`src/rtl/fetch_prefetch_unit.sv`:
```
// fetch_prefetch_unit: instruction fetch front end that feeds register_IF_ID.
// Fetches instruction words over a req/ack handshake into a small prefetch
// queue, presents the queue head under Stall, and redirects on JumpEnable.
// Optional build macro FETCH_STATS_EN adds saturating FetchCount/FlushCount.
module fetch_prefetch_unit #(
  parameter int                 DATA_W   = 20,
  parameter int                 ADDR_W   = 20,
  parameter int                 DEPTH    = 4,
  parameter logic [ADDR_W-1:0]  RESET_PC = '0
) (
  input  logic              Clock,
  input  logic              Reset,
  output logic              IMemReq,
  output logic [ADDR_W-1:0] IMemAddr,
  input  logic              IMemAck,
  input  logic [DATA_W-1:0] IMemData,
  input  logic              JumpEnable,
  input  logic [ADDR_W-1:0] JumpAddress,
  input  logic              Stall,
  output logic              InstrValid,
  output logic [DATA_W-1:0] Instr,
  output logic [ADDR_W-1:0] InstrPC
`ifdef FETCH_STATS_EN
  ,
  output logic [15:0]       FetchCount,
  output logic [15:0]       FlushCount
`endif
);

  localparam int PTR_W = $clog2(DEPTH);
  localparam int CNT_W = PTR_W + 1;

  typedef enum logic [1:0] {
    ST_IDLE = 2'd0,  // no request outstanding
    ST_WAIT = 2'd1,  // request outstanding, data will be kept
    ST_DROP = 2'd2   // request outstanding, data will be discarded
  } state_t;

  state_t            state, state_next;
  logic [ADDR_W-1:0] pc, pc_next;
  logic              req_next;
  logic [ADDR_W-1:0] addr_next;

  logic [ADDR_W-1:0] q_pc   [DEPTH];
  logic [DATA_W-1:0] q_data [DEPTH];
  logic [PTR_W-1:0]  wr_ptr, rd_ptr;
  logic [CNT_W-1:0]  count, count_after;

  logic transfer, push, pop, credit;

  // State register: FSM state, fetch PC and the registered request outputs.
  always_ff @(posedge Clock or negedge Reset) begin
    if (!Reset) begin
      state    <= ST_IDLE;
      pc       <= RESET_PC;
      IMemReq  <= 1'b0;
      IMemAddr <= RESET_PC;
    end else begin
      // NOTE: non-blocking assignments so every flop samples pre-edge values.
      state    <= state_next;
      pc       <= pc_next;
      IMemReq  <= req_next;
      IMemAddr <= addr_next;
    end
  end

  // Next-state logic: issue, complete, discard and redirect fetches.
  always_comb begin
    // NOTE: defaults first so no path leaves a variable unassigned (no latches).
    state_next = state;
    pc_next    = pc;
    req_next   = IMemReq;
    addr_next  = IMemAddr;
    unique case (state)
      ST_IDLE: begin
        if (JumpEnable) begin
          pc_next = JumpAddress;
        end else if (credit) begin
          req_next   = 1'b1;
          addr_next  = pc;
          state_next = ST_WAIT;
        end
      end
      ST_WAIT: begin
        if (transfer) begin
          if (JumpEnable) begin
            pc_next    = JumpAddress;
            req_next   = 1'b0;
            state_next = ST_IDLE;
          end else begin
            // pc tracks IMemAddr in this state; +1 wraps modulo 2^ADDR_W.
            pc_next = pc + ADDR_W'(1);
            if (credit) begin
              addr_next = pc + ADDR_W'(1);
            end else begin
              req_next   = 1'b0;
              state_next = ST_IDLE;
            end
          end
        end else if (JumpEnable) begin
          // Address must stay put until the memory acks; remember the target.
          pc_next    = JumpAddress;
          state_next = ST_DROP;
        end
      end
      ST_DROP: begin
        if (JumpEnable) pc_next = JumpAddress;
        if (transfer) begin
          req_next   = 1'b0;
          state_next = ST_IDLE;
        end
      end
      default: begin
        req_next   = 1'b0;
        state_next = ST_IDLE;
      end
    endcase
  end

  // Output / control logic: handshake strobes, credit and queue head view.
  always_comb begin
    transfer = IMemReq && IMemAck;
    push     = (state == ST_WAIT) && transfer && !JumpEnable;
    pop      = InstrValid && !Stall && !JumpEnable;

    count_after = count;
    if (push) count_after = count_after + CNT_W'(1);
    if (pop)  count_after = count_after - CNT_W'(1);
    // Any request issued now becomes the single outstanding one after the edge.
    credit = count_after < CNT_W'(DEPTH);

    InstrValid = (count != '0);
    Instr      = InstrValid ? q_data[rd_ptr] : '0;
    InstrPC    = InstrValid ? q_pc[rd_ptr]   : '0;
  end

  // Queue storage write port.
  always_ff @(posedge Clock) begin
    // NOTE: storage is not reset; count alone decides which entries are valid.
    if (push) begin
      q_pc[wr_ptr]   <= IMemAddr;
      q_data[wr_ptr] <= IMemData;
    end
  end

  // Queue pointers and occupancy; a jump flushes everything on the same edge.
  always_ff @(posedge Clock or negedge Reset) begin
    if (!Reset) begin
      wr_ptr <= '0;
      rd_ptr <= '0;
      count  <= '0;
    end else if (JumpEnable) begin
      wr_ptr <= '0;
      rd_ptr <= '0;
      count  <= '0;
    end else begin
      if (push) wr_ptr <= wr_ptr + PTR_W'(1);
      if (pop)  rd_ptr <= rd_ptr + PTR_W'(1);
      count <= count_after;
    end
  end

`ifdef FETCH_STATS_EN
  // Saturating statistics: completed transfers (kept or not) and jump cycles.
  always_ff @(posedge Clock or negedge Reset) begin
    if (!Reset) begin
      FetchCount <= '0;
      FlushCount <= '0;
    end else begin
      if (transfer && (FetchCount != 16'hFFFF))   FetchCount <= FetchCount + 16'd1;
      if (JumpEnable && (FlushCount != 16'hFFFF)) FlushCount <= FlushCount + 16'd1;
    end
  end
`endif

endmodule

```
`config.mk`:
```
export PLATFORM = sky130hd
export DESIGN_NAME = fetch_prefetch_unit
export DESIGN_NICKNAME = d
export VERILOG_FILES = /design/src/rtl/fetch_prefetch_unit.sv
export SDC_FILE = /design/constraint.sdc
export NUM_CORES = 1
export LEC_CHECK = 0
export BUFFER_PORTS_ARGS = -buffer_cell sky130_fd_sc_hd__buf_4
export CORE_MARGIN = 2
export CORE_UTILIZATION = 40
export CTS_CLUSTER_SIZE = 30
export DETAILED_ROUTE_END_ITERATION = 12
export PLACE_DENSITY = 0.6
export RECOVER_POWER = 100
export SYNTH_ARGS = -nofsm -noshare
export SYNTH_HDL_FRONTEND = slang
export SYNTH_SLANG_ARGS = --single-unit
```
`constraint.sdc`:
```
create_clock -name Clock -period 4.1 [get_ports Clock]
set_input_delay 0.82 -clock Clock [delete_from_list [all_inputs] [get_ports Clock]]
set_output_delay 0.82 -clock Clock [all_outputs]
set_load 0.01 [all_outputs]
```
## Word level (Yosys, flattened, before mapping)

Memory sizes are Yosys's and may differ from the RTL's.
Index checks and enable logic that the tools add are counted.

| word-level totals | value |
|---|---|
| output and inout port bits | 62 |
| word-level logic and storage cells | 78 |
| bits in read-only memories | 0 |
| memories | 2 |
| bits in latches | 0 |
| memory bits (writable) | 160 |
| input bits | 45 |
| bits in registers | 50 |

| operators by class | value |
|---|---|
| add/subtract/negate cells | 5 |
| muxes and demuxes | 36 |
| magnitude comparators | 1 |
| multipliers | 0 |
| shifts and indexed selects | 0 |
| reduce and logical (&&, ||, !) cells | 17 |
| equal/unequal tests | 10 |
| div/mod/pow operators | 0 |
| bitwise gates (word level) | 0 |

Memory list:

| memory | words | bits a word | read ports | clocked after memory_dff | write ports | line | RTL |
|---|---|---|---|---|---|---|---|
| q_data | 4 | 20 | 1 | 0 | 1 | 45 | `logic [DATA_W-1:0] q_data [DEPTH];` |
| q_pc | 4 | 20 | 1 | 0 | 1 | 44 | `logic [ADDR_W-1:0] q_pc [DEPTH];` |

Operators by type and width:

| operator | count |
|---|---|
| 2-to-1 mux 20 bit | 10 |
| one-hot mux 20 bit (2 select lines) | 2 |
| 2-to-1 mux 2 bit | 11 |
| adder 20 x 1 -> 20 bit (second input constant) | 1 |
| != test 2 bit (second input constant) | 6 |
| AND reduction 5 bit | 2 |
| 2-to-1 mux 3 bit | 3 |
| 2-to-1 mux 1 bit | 8 |
| nonzero test 2 bit | 4 |
| != test 3 bit (second input constant) | 2 |
| one-hot mux 2 bit (3 select lines) | 1 |
| AND reduction 6 bit | 1 |
| logical AND 1 bit | 5 |
| adder 2 x 1 -> 2 bit (second input constant) | 2 |
| adder 3 x 1 -> 3 bit (second input constant) | 1 |
| < comparator 3 bit (second input constant) | 1 |
| one-hot mux 1 bit (3 select lines) | 1 |
| nonzero test 3 bit | 1 |
| subtractor 3 x 1 -> 3 bit (second input constant) | 1 |
| == test 2 x 1 -> 1 bit (second input constant) | 1 |
| == test 2 bit (second input constant) | 1 |
| zero test 1 bit | 2 |
| zero test 2 bit | 1 |
| OR reduction 2 bit | 1 |

## Depth between registers and ports, before layout

| depth | value |
|---|---|
| word-level depth | 11 |
| gate-level depth with buffers | 11 |
| mapped depth without buffers | 9 |

## Worst setup path after synthesis

No wires, ideal clock.

| path | value |
|---|---|
| path kind | input to register |
| start point | in IMemAck |
| end point | reg IMemAddr[0] |
| library setup time | 0.125 ns |
| data required time | 3.975 ns |
| arrival time | 2.968 ns |
| buffers on the path | 1 |
| stages on the path | 10 |
| slack | 1.007 ns |
| cell sequence | nand2_1 nor4_4 xnor2_1 ha_1 nor3b_2 mux2_4 mux2i_1 nor3_2 buf_6 mux2_2 |

| between the ends | value |
|---|---|
| longest elaborated chain between the ends | 9 |
| elaborated cells between the ends (all ways) | 11 |
| classes of those cells | 1 x add/sub; 1 x order compare; 3 x eq/ne; 2 x mux; 4 x reduce/logical |

RTL lines:

| what | line | RTL |
|---|---|---|
| start, declared | 15 | `input logic IMemAck,` |
| logical AND 1 bit (*) | 122 | `transfer = IMemReq && IMemAck;` |
| logical AND 1 bit (2 in series) | 123 | `push = (state == ST_WAIT) && transfer && !JumpEnable;` |
| 2-to-1 mux 3 bit | 127 | `if (push) count_after = count_after + CNT_W'(1);` |
| subtractor 3 x 1 -> 3 bit | 128 | `if (pop) count_after = count_after - CNT_W'(1);` |
| 2-to-1 mux 3 bit | 128 |  |
| < comparator 3 bit | 130 | `credit = count_after < CNT_W'(DEPTH);` |
| != test 2 bit (no line) | n/a |  |
| AND reduction 6 bit (no line) (*) | n/a |  |
| end signal, assigned | 63 | `IMemAddr <= addr_next;` |
| end, declared | 14 | `output logic [ADDR_W-1:0] IMemAddr,` |

Every way passes the cells marked *; elsewhere a longest branch is shown, timed or not.
A chain may end at the register's enable or synchronous reset.

## Worst setup path after layout

| path | value |
|---|---|
| start point | reg state[0] |
| end point | reg IMemAddr[16] |

| between the ends | value |
|---|---|
| longest elaborated chain between the ends | 9 |
| elaborated cells between the ends (all ways) | 16 |
| classes of those cells | 1 x add/sub; 1 x order compare; 6 x eq/ne; 3 x mux; 5 x reduce/logical |

RTL lines:

| what | line | RTL |
|---|---|---|
| start, declared | 39 | `state_t state, state_next;` |
| start signal, assigned | 60 | `state <= state_next;` |
| == test 2 x 1 -> 1 bit | 74, 123 |  |
| logical AND 1 bit (2 in series) | 123 |  |
| 2-to-1 mux 3 bit | 127 |  |
| subtractor 3 x 1 -> 3 bit | 128 |  |
| 2-to-1 mux 3 bit | 128 |  |
| < comparator 3 bit | 130 |  |
| != test 2 bit (no line) | n/a |  |
| AND reduction 6 bit (no line) | n/a |  |

Several ways; a longest one is shown, not always the timed one.

==> results.sh <==
export IMPL_status="complete, but fails checks"
export IMPL_violations="capacitance limit, slew limit"
export IMPL_grt_first_pass_wirelength_mm=30.64
export IMPL_fp_dieH_um=155.6
export IMPL_fin_nets=752
export IMPL_antenna_found_initial=0
export IMPL_path_cells="inv_1 > nor4_4 > clkbuf_1 > xnor2_1 > ha_1 > nor3b_2 > mux2_1 > mux2i_1 > nor3_2 > buf_4 > mux2_2"
export IMPL_area_growth_pct=16.32
export IMPL_insertion_delay_ns=0.51
export IMPL_ys_ff_latch=210
export IMPL_async_flop_share=0.2381
export IMPL_slew_headroom=-0.8541
export IMPL_drc=0
export IMPL_std_cell_rows=55
export IMPL_synth_most_common_cell="edfxtp_1"
export IMPL_ctsLongestPathBuffers=3
export IMPL_cts_reportedPaths_clkPinSlew_ns=0.06
export IMPL_grt_use_total=0.1616
export IMPL_p_per_area_mw_per_mm2=631.3
export IMPL_clock_skew_ns=0.01456
export IMPL_dr_pass1_iters=6
export IMPL_drtIter0Drc=318
export IMPL_fin_crit_sh=0.8615
export IMPL_startpoint="state[0]"
export IMPL_yosys_top_cells_area="edfxtp_1 52%, dfrtp_1 14%, mux4_2 9.8%"
export IMPL_grt_setup_unrepaired="false"
export IMPL_antenna_cells=0
export IMPL_slew_viol_final=51
export IMPL_slowest_stage="dfrtp_1"
export IMPL_crit_path_end_kind="flip-flop"
export IMPL_grt_overflow=0
export IMPL_core_area_mm2=0.02257
export IMPL_cp_arrival_ns=3.92
export IMPL_cp_max_fo=20
export IMPL_synth_edf_count=160
export IMPL_dieArea_mm2=0.02421
export IMPL_min_path_cells=3
export IMPL_postSynthCellCount=590
export IMPL_setup_worst_path_start_class="flip-flop"
export IMPL_leakage_nw=3.627
export IMPL_vias=5352
export IMPL_synthTopCellsByCount="160 x edfxtp_1, 50 x dfrtp_1, 43 x nor2b_1, 40 x mux4_2, 29 x nand2_1"
export IMPL_cts_tree="yes"
export IMPL_cts_hold_buffers=0
export IMPL_fmax_mhz=283.1
export IMPL_ctsHtreeMaxLevel=1
export IMPL_wl_mm=19.42
export IMPL_r2r_slack_ns=0.57
export IMPL_ys_seq_area_frac=0.6588
export IMPL_wl_per_cell_um=19.42
export IMPL_syn_nets=643
export IMPL_hpwl_mm=12.99
export IMPL_cts_root_buffer_cell="clkbuf_16"
export IMPL_numPortBuffers=106
export IMPL_tightest_slew_ns=2.781
export IMPL_io_pins=107
export IMPL_maxCapViolations=1
export IMPL_r2r_end="IMemAddr[16]"
export IMPL_synth_top_area_share=0.5227
export IMPL_vias_per_cell=5.352
export IMPL_numCtsBuffers=23
export IMPL_min_period_ns=3.532
export IMPL_reg2reg_from="state[0]"
export IMPL_peakVddDrop_uv=350.8
export IMPL_yosysWarnings=0
export IMPL_stdcell_area_mm2=0.01069
export IMPL_synthesis_area_mm2=0.009193
export IMPL_post_cts_buffers=0
export IMPL_drive_above_1_share=0.1986
export IMPL_setup_viol=0
export IMPL_grt_max_degree=51
export IMPL_gp_congestion=0.8426
export IMPL_ff2ff_path_depth=11
export IMPL_hp_class="input pin to flip-flop"
export IMPL_min_delay_start="JumpAddress[14]"
export IMPL_fin_tns_setup_ns=0
export IMPL_cts_resized=0
export IMPL_antenna_left=0
export IMPL_hold_viol_final=0
export IMPL_die_w_um=155.6
export IMPL_grt_pass1_vias=5479
export IMPL_worstSetupPathType="flip-flop to flip-flop"
export IMPL_post_dp_cell_area_mm2=0.01031
export IMPL_synth_area_leader_cell="edfxtp_1"
export IMPL_final_core_util=0.4737
export IMPL_ys_types=51
export IMPL_ys_flop_type="edfxtp_1"
export IMPL_hold_end="pc[14]"
export IMPL_max_stage_delay_ns=0.67
export IMPL_required_ns=4.49
export IMPL_avgSynthCellArea_um2=15.58
export IMPL_start_util=0.4073
export IMPL_cts_sinks=210
## critical path, delay by kind of cell, from the launching register on
kind | cells | cell delay, ns
multiplexers | 3 | 0.93
buffers and inverters | 3 | 0.84
flip-flops | 1 | 0.67
AND/OR/NAND/NOR | 3 | 0.55
XOR/XNOR | 1 | 0.21
adder cells (fa/ha/maj) | 1 | 0.19
## worst max-delay path by stage
stage	end	slack, ns
finish	IMemAddr[16]	0.57
global route	q_pc[0][15]	0.33
CTS	InstrPC[11]	0.69
detailed placement	IMemAddr[8]	0.57
global placement	IMemAddr[19]	0.66
floorplan	IMemAddr[0]	1.01
## final cells by class
class                   instances  area (um^2)
clock inverters                12        97.59
multi-input cells             333         2914
clock buffers                  29        628.1
flip-flops and latches        210         6058
inverters                       8        30.03
repair buffers                123        608.1
well taps                     285        356.6
fillers                      2020        11880
## logic make-up after synthesis
group | synth area share
fa+ha+maj | 0.01089
xor+xnor | 0.03049
mux | 0.1296
compound gates | 0.04587
flops | 0.6588
buf+inv | 0.02436
simple gates | 0.1000
## metal layers
metal / track usage / routed length [um] / vias up
li1: - / - / 2469
met1: 0.2302 / 8775 / 2683
met2: 0.2619 / 9217 / 174
met3: 0.02833 / 1086 / 26
met4: 0.03670 / 341 / 0
met5: 0 / 0 / -
## stage by stage
step	worst slack (ns)	total power [mW]	hold slack [ns]	cells
2_1_floorplan	1.007	4.223	0.5094	590
3_3_place_gp	0.6580	5.039	0.5372	959
3_5_place_dp	0.5711	5.096	0.5651	959
4_1_cts	0.6947	7.076	0.3584	1000
5_1_grt	0.3276	7.112	0.5309	1000
6_report	0.5677	6.750	0.5096	1000
## layout by cell type, fill, tap and decap left out, drive strengths merged, types with 8 or more instances in the layout
| master | n |
|---|---|
| edfxtp | 160 |
| clkbuf | 117 |
| dfrtp | 50 |
| nor2b | 43 |
| mux4 | 40 |
| buf | 35 |
| nand2 | 29 |
| nor2 | 28 |
| xnor2 | 22 |
| mux2 | 21 |
| o21ai | 16 |
| nand3 | 16 |
| a21oi | 15 |
| nand4 | 10 |
| xor2 | 10 |
| clkinv | 10 |
| inv | 9 |
| ha | 8 |
## registers in the layout, summed over array words and instances (netlist names)
signal and count:
pc 20, wr_ptr 2, IMemReq 1, q_pc 80, IMemAddr 20, q_data 80, rd_ptr 2, state 2
count 3
## where the power goes
group / internal, mW / switching (mW)
Combinational: 0.805 / 0.914
Sequential: 2.65 / 0.425
Clock: 1.15 / 0.806
Total: 4.61 / 2.14
(Power assumes the default switching activity.)
